===== src/rtl/stream_bit_unpacker.sv =====
// Regroups a stream of variable-length bit words (LSB first) into fixed SYM_W-bit symbols.
// At the end of a packet the remaining bits are flushed out as a final, possibly short, symbol.
module stream_bit_unpacker #(
  parameter int SYM_W = 4
) (
  input  logic             clk,
  input  logic             reset_n,
  input  logic [15:0]      s_tdata,
  input  logic [4:0]       s_tkeep,
  input  logic             s_tvalid,
  input  logic             s_tlast,
  output logic             s_tready,
  output logic [SYM_W-1:0] m_tdata,
  output logic [4:0]       m_tkeep,
  output logic             m_tvalid,
  output logic             m_tlast,
  input  logic             m_tready
);

  localparam logic [0:0] FILL  = 1'b0;
  localparam logic [0:0] FLUSH = 1'b1;
  localparam logic [5:0] SYM_CNT = 6'(SYM_W);

  logic [31:0] acc_q, acc_d;
  logic [5:0]  cnt_q, cnt_d;
  logic [0:0]  state_q, state_d;
  logic        ready_en_q;

  logic [4:0]  keep_sat;
  logic [15:0] keep_mask;
  logic [15:0] data_masked;
  logic [4:0]  pop_cnt;
  logic [5:0]  base_cnt;
  logic        in_fire;
  logic        out_fire;

  assign keep_sat    = (s_tkeep > 5'd16) ? 5'd16 : s_tkeep;
  assign keep_mask   = (keep_sat == 5'd16) ? 16'hFFFF : ((16'd1 << keep_sat) - 16'd1);
  assign data_masked = s_tdata & keep_mask;

  // Every output is decoded from registers only, so nothing ripples from m_tready back to s_tready.
  assign s_tready = ready_en_q && (state_q == FILL) && (cnt_q <= 6'd16);
  assign m_tvalid = (cnt_q >= SYM_CNT) || (state_q == FLUSH);
  assign pop_cnt  = (cnt_q < SYM_CNT) ? cnt_q[4:0] : SYM_CNT[4:0];
  assign m_tkeep  = pop_cnt;
  assign m_tdata  = acc_q[SYM_W-1:0];
  assign m_tlast  = (state_q == FLUSH) && (cnt_q <= SYM_CNT);

  assign in_fire  = s_tvalid && s_tready;
  assign out_fire = m_tvalid && m_tready;

  always_comb begin
    // NOTE: every signal driven here gets a default first, so no path can infer a latch.
    acc_d    = acc_q;
    cnt_d    = cnt_q;
    state_d  = state_q;
    base_cnt = cnt_q;

    if (out_fire) begin
      acc_d    = acc_q >> SYM_W;
      base_cnt = cnt_q - {1'b0, pop_cnt};
      cnt_d    = base_cnt;
    end

    // Appending after the pop keeps the new bits contiguous with whatever is left.
    if (in_fire) begin
      acc_d = acc_d | ({16'd0, data_masked} << base_cnt);
      cnt_d = base_cnt + {1'b0, keep_sat};
      if (s_tlast) state_d = FLUSH;
    end

    if (out_fire && m_tlast) begin
      acc_d   = '0;
      cnt_d   = '0;
      state_d = FILL;
    end
  end

  always_ff @(posedge clk) begin
    // NOTE: registers update with non-blocking assignments so all of them see pre-edge values.
    if (!reset_n) begin
      acc_q      <= '0;
      cnt_q      <= '0;
      state_q    <= FILL;
      ready_en_q <= 1'b0;
    end else begin
      acc_q      <= acc_d;
      cnt_q      <= cnt_d;
      state_q    <= state_d;
      ready_en_q <= 1'b1;
    end
  end

endmodule


===== config.mk =====
export PLATFORM = sky130hd
export DESIGN_NAME = stream_bit_unpacker
export DESIGN_NICKNAME = d
export VERILOG_FILES = /design/src/rtl/stream_bit_unpacker.sv
export SDC_FILE = /design/constraint.sdc
export NUM_CORES = 1
export LEC_CHECK = 0
export ABC_AREA = 1
export CORE_ASPECT_RATIO = 0.75
export CORE_UTILIZATION = 50
export DETAILED_ROUTE_END_ITERATION = 8
export HOLD_SLACK_MARGIN = 0.06
export PLACE_DENSITY = 0.69
export SETUP_SLACK_MARGIN = 0.5
export SYNTH_ARGS = -nofsm -noshare
export SYNTH_HDL_FRONTEND = slang
export SYNTH_SLANG_ARGS = --single-unit

===== constraint.sdc =====
create_clock -name clk -period 5.5 [get_ports clk]
set_input_delay 1.65 -clock clk [delete_from_list [all_inputs] [get_ports clk]]
set_output_delay 1.65 -clock clk [all_outputs]
set_load 0.05 [all_outputs]

* Yosys cells after proc, flatten, opt, wreduce, memory -nomap -nowiden *
Index checks and enable logic that the tools add are counted.

storage, ports and cells
  bits in registers = 40
  input bits = 26
  output and inout port bits = 12

cells by class
  equality and inequality tests = 1
  add/sub/neg operators = 3
  bitwise gates (word level) = 4
  multiplexer cells = 8
  shift-type cells = 2
  reduce and logical (&&, ||, !) cells = 9
  magnitude comparators = 5

operators by type and width
  kind                   number
  $mux 32                2
  $or 32x32->32          1
  $shl 16x6->32          1
  $and 16x16->16         1
  $mux 16                1
  $shl 1x5->16 const A   1
  $sub 16x1->16 const B  1
  $mux 6                 2
  $mux 5                 2
  $add 6x5->6            1
  $ge 6x3->1 const B     1
  $le 6x3->1 const B     1
  $le 6x5->1 const B     1
  $logic_and 1x1->1      6
  $lt 6x3->1 const B     1
  $sub 6x5->6            1
  $eq 5x5->1 const B     1
  $gt 5x5->1 const B     1
  $not 1->1              2
  $reduce_and 2->1       1
  $reduce_or 2->1        1
  $logic_or 1x1->1       1
  $mux 1                 1

* Logic depth before layout (Yosys ltp) *
  word-level depth = 9
  mapped depth = 22
  gate-level depth less buffers = 21

* Worst setup path before layout *
OpenSTA, ideal clock, no wires.

  kind = input -> register
  from = input port s_tkeep[2]
  to = register acc_q[20]
  required time = 5430 ps
  buffers on the path = 1
  stages on the path = 19
  slack = 1791 ps
  arrival time = 3638 ps
  cell sequence = buf_2 > nor2_1 > nand2_1 > nand2_4 > nand2_1 > nor2_1 > nand3_1 > ha_1 > inv_1 > nand2_1 > nand3_1 > nand3_1 > o21ai_1 > o21ai_1 > o21ai_1 > nand2_1 > a21oi_1 > nand2_1 > a21oi_1

on the way
  longest elaborated chain between the ends = 9

RTL lines
  element                 line  RTL
  start: declaration      9     input logic [4:0] s_tkeep,
  $gt 5x5->1              37    assign keep_sat = (s_tkeep > 5'd16) ? 5'd16 : s_tkeep;
  $mux 5 *                37
  $shl 1x5->16            38    assign keep_mask = (keep_sat == 5'd16) ? 16'hFFFF : ((16'd1 << keep_sat) - 16'd1);
  $sub 16x1->16           38
  $mux 16 *               38
  $and 16x16->16 *        39    assign data_masked = s_tdata & keep_mask;
  $shl 16x6->32 *         67    acc_d = acc_d | ({16'd0, data_masked} << base_cnt);
  $or 32x32->32 *         67
  $mux 32 *               66    if (in_fire) begin
  end signal: assignment  82    acc_q <= '0;
  end signal: assignment  87    acc_q <= acc_d;
  end: declaration        24    logic [31:0] acc_q, acc_d;

Mark *: on every way between the ends. The rest lies on a longest branch, timed or not.
A chain may end at the register's enable or synchronous reset.

* Worst setup path in the final report *
  from = input port s_tkeep[1]
  to = register acc_q[30]

The elaborated chain is that of the path after synthesis.

==> results.md <==
- The run finished with clean final reports.
- For this run the aggregate overflow at the end of global routing stands at 0.
- The area of combinational cells with multiple inputs is about 2300 um2.
- The level count of the clock H-tree is 2.
- Fill cells in the final layout number 693.
- The maximum number of pins on one net before global-route repair is 37.
- The clock root buffer is sky130_fd_sc_hd__clkbuf_8.
- The worst setup path is launched from an input port.
- STA classifies the critical path endpoint as a flip-flop.
- The logic gate share of total power is 0.699.
- In the final design database the tool counted 628 nets.
- The die area is 7410 um2.
- In this run the worst path has a maximum fanout of 10.
- The post-synthesis sequential element count is 40.
- Routability-driven placement finished with a final weighted congestion of 0.955.
- Setup violations remaining at the end of the flow were counted as 0.
- In this run the tool buffered the top-level ports with 35 buffer cells.
- The Yosys warning count is 0.
- The startpoint of the worst register-to-register path is cnt_q[2].
- The per-cell via count in the routed design is 5.83.
- The share of total power in sequential cells is 0.190.
- Summing every instance area after synthesis gives 3530 um2.
- In the synthesized netlist the dominant register cell turns out to be sky130_fd_sc_hd__dfxtp_1.
- The length of the first detailed-routing pass in iterations is 5.
- Counting along the longest clock path gives a buffer depth of 2.
- The worst setup slack for register-to-register paths is around 2.2 ns.
- The DRC marker count from the first detailed-route iteration is 312.
- The final hold violation count is 0.
- VDD sags by at most 0.354 mV.
- The library cell with the largest summed area after synthesis is sky130_fd_sc_hd__dfxtp_1.
- In this run the standard cell core region covers 6830 um2.
- Of the total power, the share spent switching nets is 0.561.
- The antenna violation net count after detailed routing is 0.
- In this run the tightest slew margin relative to its limit is 0.568.
- The worst register-to-register path has a depth of 15.
- After floorplanning, the core was divided into 26 placement rows.
- Data arrives at the worst endpoint at 4.67 ns.
- The width of the chip is between 90 and 100 um.
- At the pin with the least slew margin, the transition time is 0.647 ns.
- The setup skew after layout is roughly 0.011 ns.
- The minimum clock period after layout is 4.44 ns.
- For this design the static power due to leakage is 1.84 nW.
- In the layout the commonest cells are sky130_fd_sc_hd__nand2_1 (176), sky130_fd_sc_hd__nand3_1 (101), sky130_fd_sc_hd__inv_1 (43).
- The endpoint identified for the worst register-to-register timing path is cnt_q[5].
- After detailed routing, the average wire length per cell comes to between 10 and 15 um.
- Hold repair after CTS inserted 0 buffers.
- The power spent charging and discharging nets is 0.00128 W.
- The number of antenna violations at the first check in global routing came to 0.
- The final-layout setup total negative slack is 0 ns.
- The total clock buffers created by CTS is 5.
- The fraction of layout instances using a drive strength above 1 is 0.0787.
- Buffers added to address setup during post-CTS repair amount to 0.
- The worst setup path endpoint is acc_q[30].
- The setup slack at placement is approximately 0.82 ns.
- The share of Yosys cell area claimed by the top area cell type is 0.227.
- The fmax is 225 MHz.
- The sequential cell area in the final layout is 801 um2.
- The clock transition at the registers of the reported paths is 0.08 ns.
- The HPWL after detailed placement is 7.77 mm.
- The die is ~75 um tall.
- The routed layout has 3972 vias.
- The number of synthesized flops with an enable pin is 0.
- Setup repair after global routing left no endpoint under its margin.
- Across every metal layer, demand over resource in global routing totals 0.281.
- The clock latency of the later-clocked register in the worst-skew pair is 0.30 ns.
- Relative to the synthesized area, the layout overhead comes to 11.8%.
- After synthesis, the netlist uses 43 different library cells.
- The start point of the critical path is s_tkeep[1].
- The final clock period utilization by the worst path is 0.808.
- STA puts the critical path data required time at 5.73 ns.
- By area the synthesized netlist is led by sky130_fd_sc_hd__dfxtp_1 (23%), sky130_fd_sc_hd__nand2_1 (19%), sky130_fd_sc_hd__nand3_1 (14%), sky130_fd_sc_hd__inv_1 (4.6%), sky130_fd_sc_hd__mux2i_1 (4.5%).
- TritonCTS built the clock tree.
- The number of remaining DRC errors is 0.
- The library cell used most frequently in the layout, excluding fill and tap cells, is sky130_fd_sc_hd__nand2_1.
- The number of global-route vias before repair is about 3500.
- The gate count after technology mapping is 582.
- The first-pass GRT wire length is 16.4 mm.
- The share of flip-flops with an asynchronous set or reset after synthesis is 0.
- The post-cts gate resize count is 0.
- The critical path is of the in2reg type.
- The total detailed-routing wirelength is 10.1 mm.
- The sequential share of the synthesized area is 0.227.
- The internal portion of the total power is around 0.001 W.
- 0 antenna diodes ended up in the layout.
- The total power per unit cell area is roughly 580 nW/um2.
- After layout, the worst setup slack is 1.06 ns.
- The initial utilization of the core area, before any placement, comes to 0.517.
- The number of pins with negative max-slew slack in the final report is 0.
- Averaged over all synthesized cells, the footprint is 6.07 um2.
- Counting every sink on the clock net gives 40.
- The tool flagged a number of max-cap violations equal to 0.
- The number of I/O pins is 38.
- The path class of the tightest hold or removal check is reg2reg.
- The share of total power dissipated in the clock network is 0.110.
-- cells by family (layout without fill, tap and decap cells) --
kind of cell	count (synthesis)	after routing	synth area share
multiplexers	16	16	0.0454
flip-flops	40	40	0.227
buffers and inverters	87	101	0.113
adder cells (fa/ha/maj)	6	6	0.0213
AO/OA/AOI/OAI	75	75	0.128
XOR/XNOR	3	3	0.00744
AND/OR/NAND/NOR	353	353	0.456
other	2	3	0.00213
-- worst max-delay path: stages --
cell                              delay (ns)
sky130_fd_sc_hd__clkdlybuf4s50_1        0.65
sky130_fd_sc_hd__nor2_1                 0.09
sky130_fd_sc_hd__nand2_1                0.11
sky130_fd_sc_hd__nand2_4                0.10
sky130_fd_sc_hd__nand2_1                0.21
sky130_fd_sc_hd__nand2_1                0.08
sky130_fd_sc_hd__nor2_1                 0.15
sky130_fd_sc_hd__nand2_1                0.10
sky130_fd_sc_hd__ha_1                   0.24
sky130_fd_sc_hd__inv_1                  0.13
sky130_fd_sc_hd__nand2_1                0.07
sky130_fd_sc_hd__nand3_1                0.11
sky130_fd_sc_hd__nand3_1                0.08
sky130_fd_sc_hd__o21ai_1                0.16
sky130_fd_sc_hd__o21ai_1                0.15
sky130_fd_sc_hd__o21ai_2                0.23
sky130_fd_sc_hd__nand2_1                0.10
sky130_fd_sc_hd__nand3_1                0.09
sky130_fd_sc_hd__nand2_1                0.06
sky130_fd_sc_hd__a21oi_1                0.11
-- state kept, by name, summed over array words and instances (netlist names) --
| register | cells |
|---|---|
| acc_q | 32 |
| state_q | 1 |
| cnt_q | 6 |
| ready_en_q | 1 |
-- layout make-up --
type	count	area share
inverter	52	0.0498
clock buffer	5	0.0174
tap	84	0.0266
multi-input combinational	456	0.591
timing repair buffer	41	0.100
sequential	40	0.203
clock inverter	3	0.0117
-- power by group through the flow --
stage / logic [W] / registers, W / clock network [W]
after floorplan: 0.00124 / 0.000425 / 0
after global routing: 0.00177 / 0.000444 / 0.000267
after detailed placement: 0.00156 / 0.000440 / 0
after global placement: 0.00156 / 0.000437 / 0
final: 0.00160 / 0.000435 / 0.000252
after CTS: 0.00157 / 0.000434 / 0.000260
-- metrics by stage --
stage          utilization  instances  hold slack, ns  cell area (um2)  power (W)
2_1_floorplan            -        583           0.445             3530    0.00167
3_3_place_gp         0.561        673           0.454             3830    0.00200
3_5_place_dp         0.561        673           0.459             3830    0.00200
4_1_cts              0.578        681           0.471             3950    0.00226
5_1_grt              0.578        681           0.482             3950    0.00248
6_report             0.578        681           0.469             3950    0.00229
-- Yosys cell counts, drive strengths merged (2+ instances only) --
master	instances
buf	22
ha	6
inv	50
a21oi	30
clkbuf	13
conb	2
nor2	36
o211ai	5
nand2	183
nand3	104
nand4	21
mux2i	16
xor2	3
nor3	4
a31oi	13
or2	2
o21ai	22
clkinv	2
dfxtp	40
-- worst min-delay path by stage --
stage                     depth (start not counted)  startpoint  slack [ns]        end
after floorplan                                   2   acc_q[29]        0.44  acc_q[29]
final                                             2   acc_q[30]        0.47  acc_q[30]
after CTS                                         2   acc_q[30]        0.47  acc_q[30]
after detailed placement                          2   acc_q[30]        0.46  acc_q[30]
after global routing                              2   acc_q[31]        0.48  acc_q[31]
after global placement                            2   acc_q[31]        0.45  acc_q[31]
-- layer usage --
metal | vias to the layer above | global-route usage | routed length, um
met5 | - | 0 | 0
met4 | 0 | 0.0597 | 82
met3 | 8 | 0.0511 | 782
met2 | 170 | 0.459 | 4270
met1 | 1818 | 0.391 | 4910
li1 | 1976 | - | -
No activity file was read; power rests on OpenSTA's default activity.
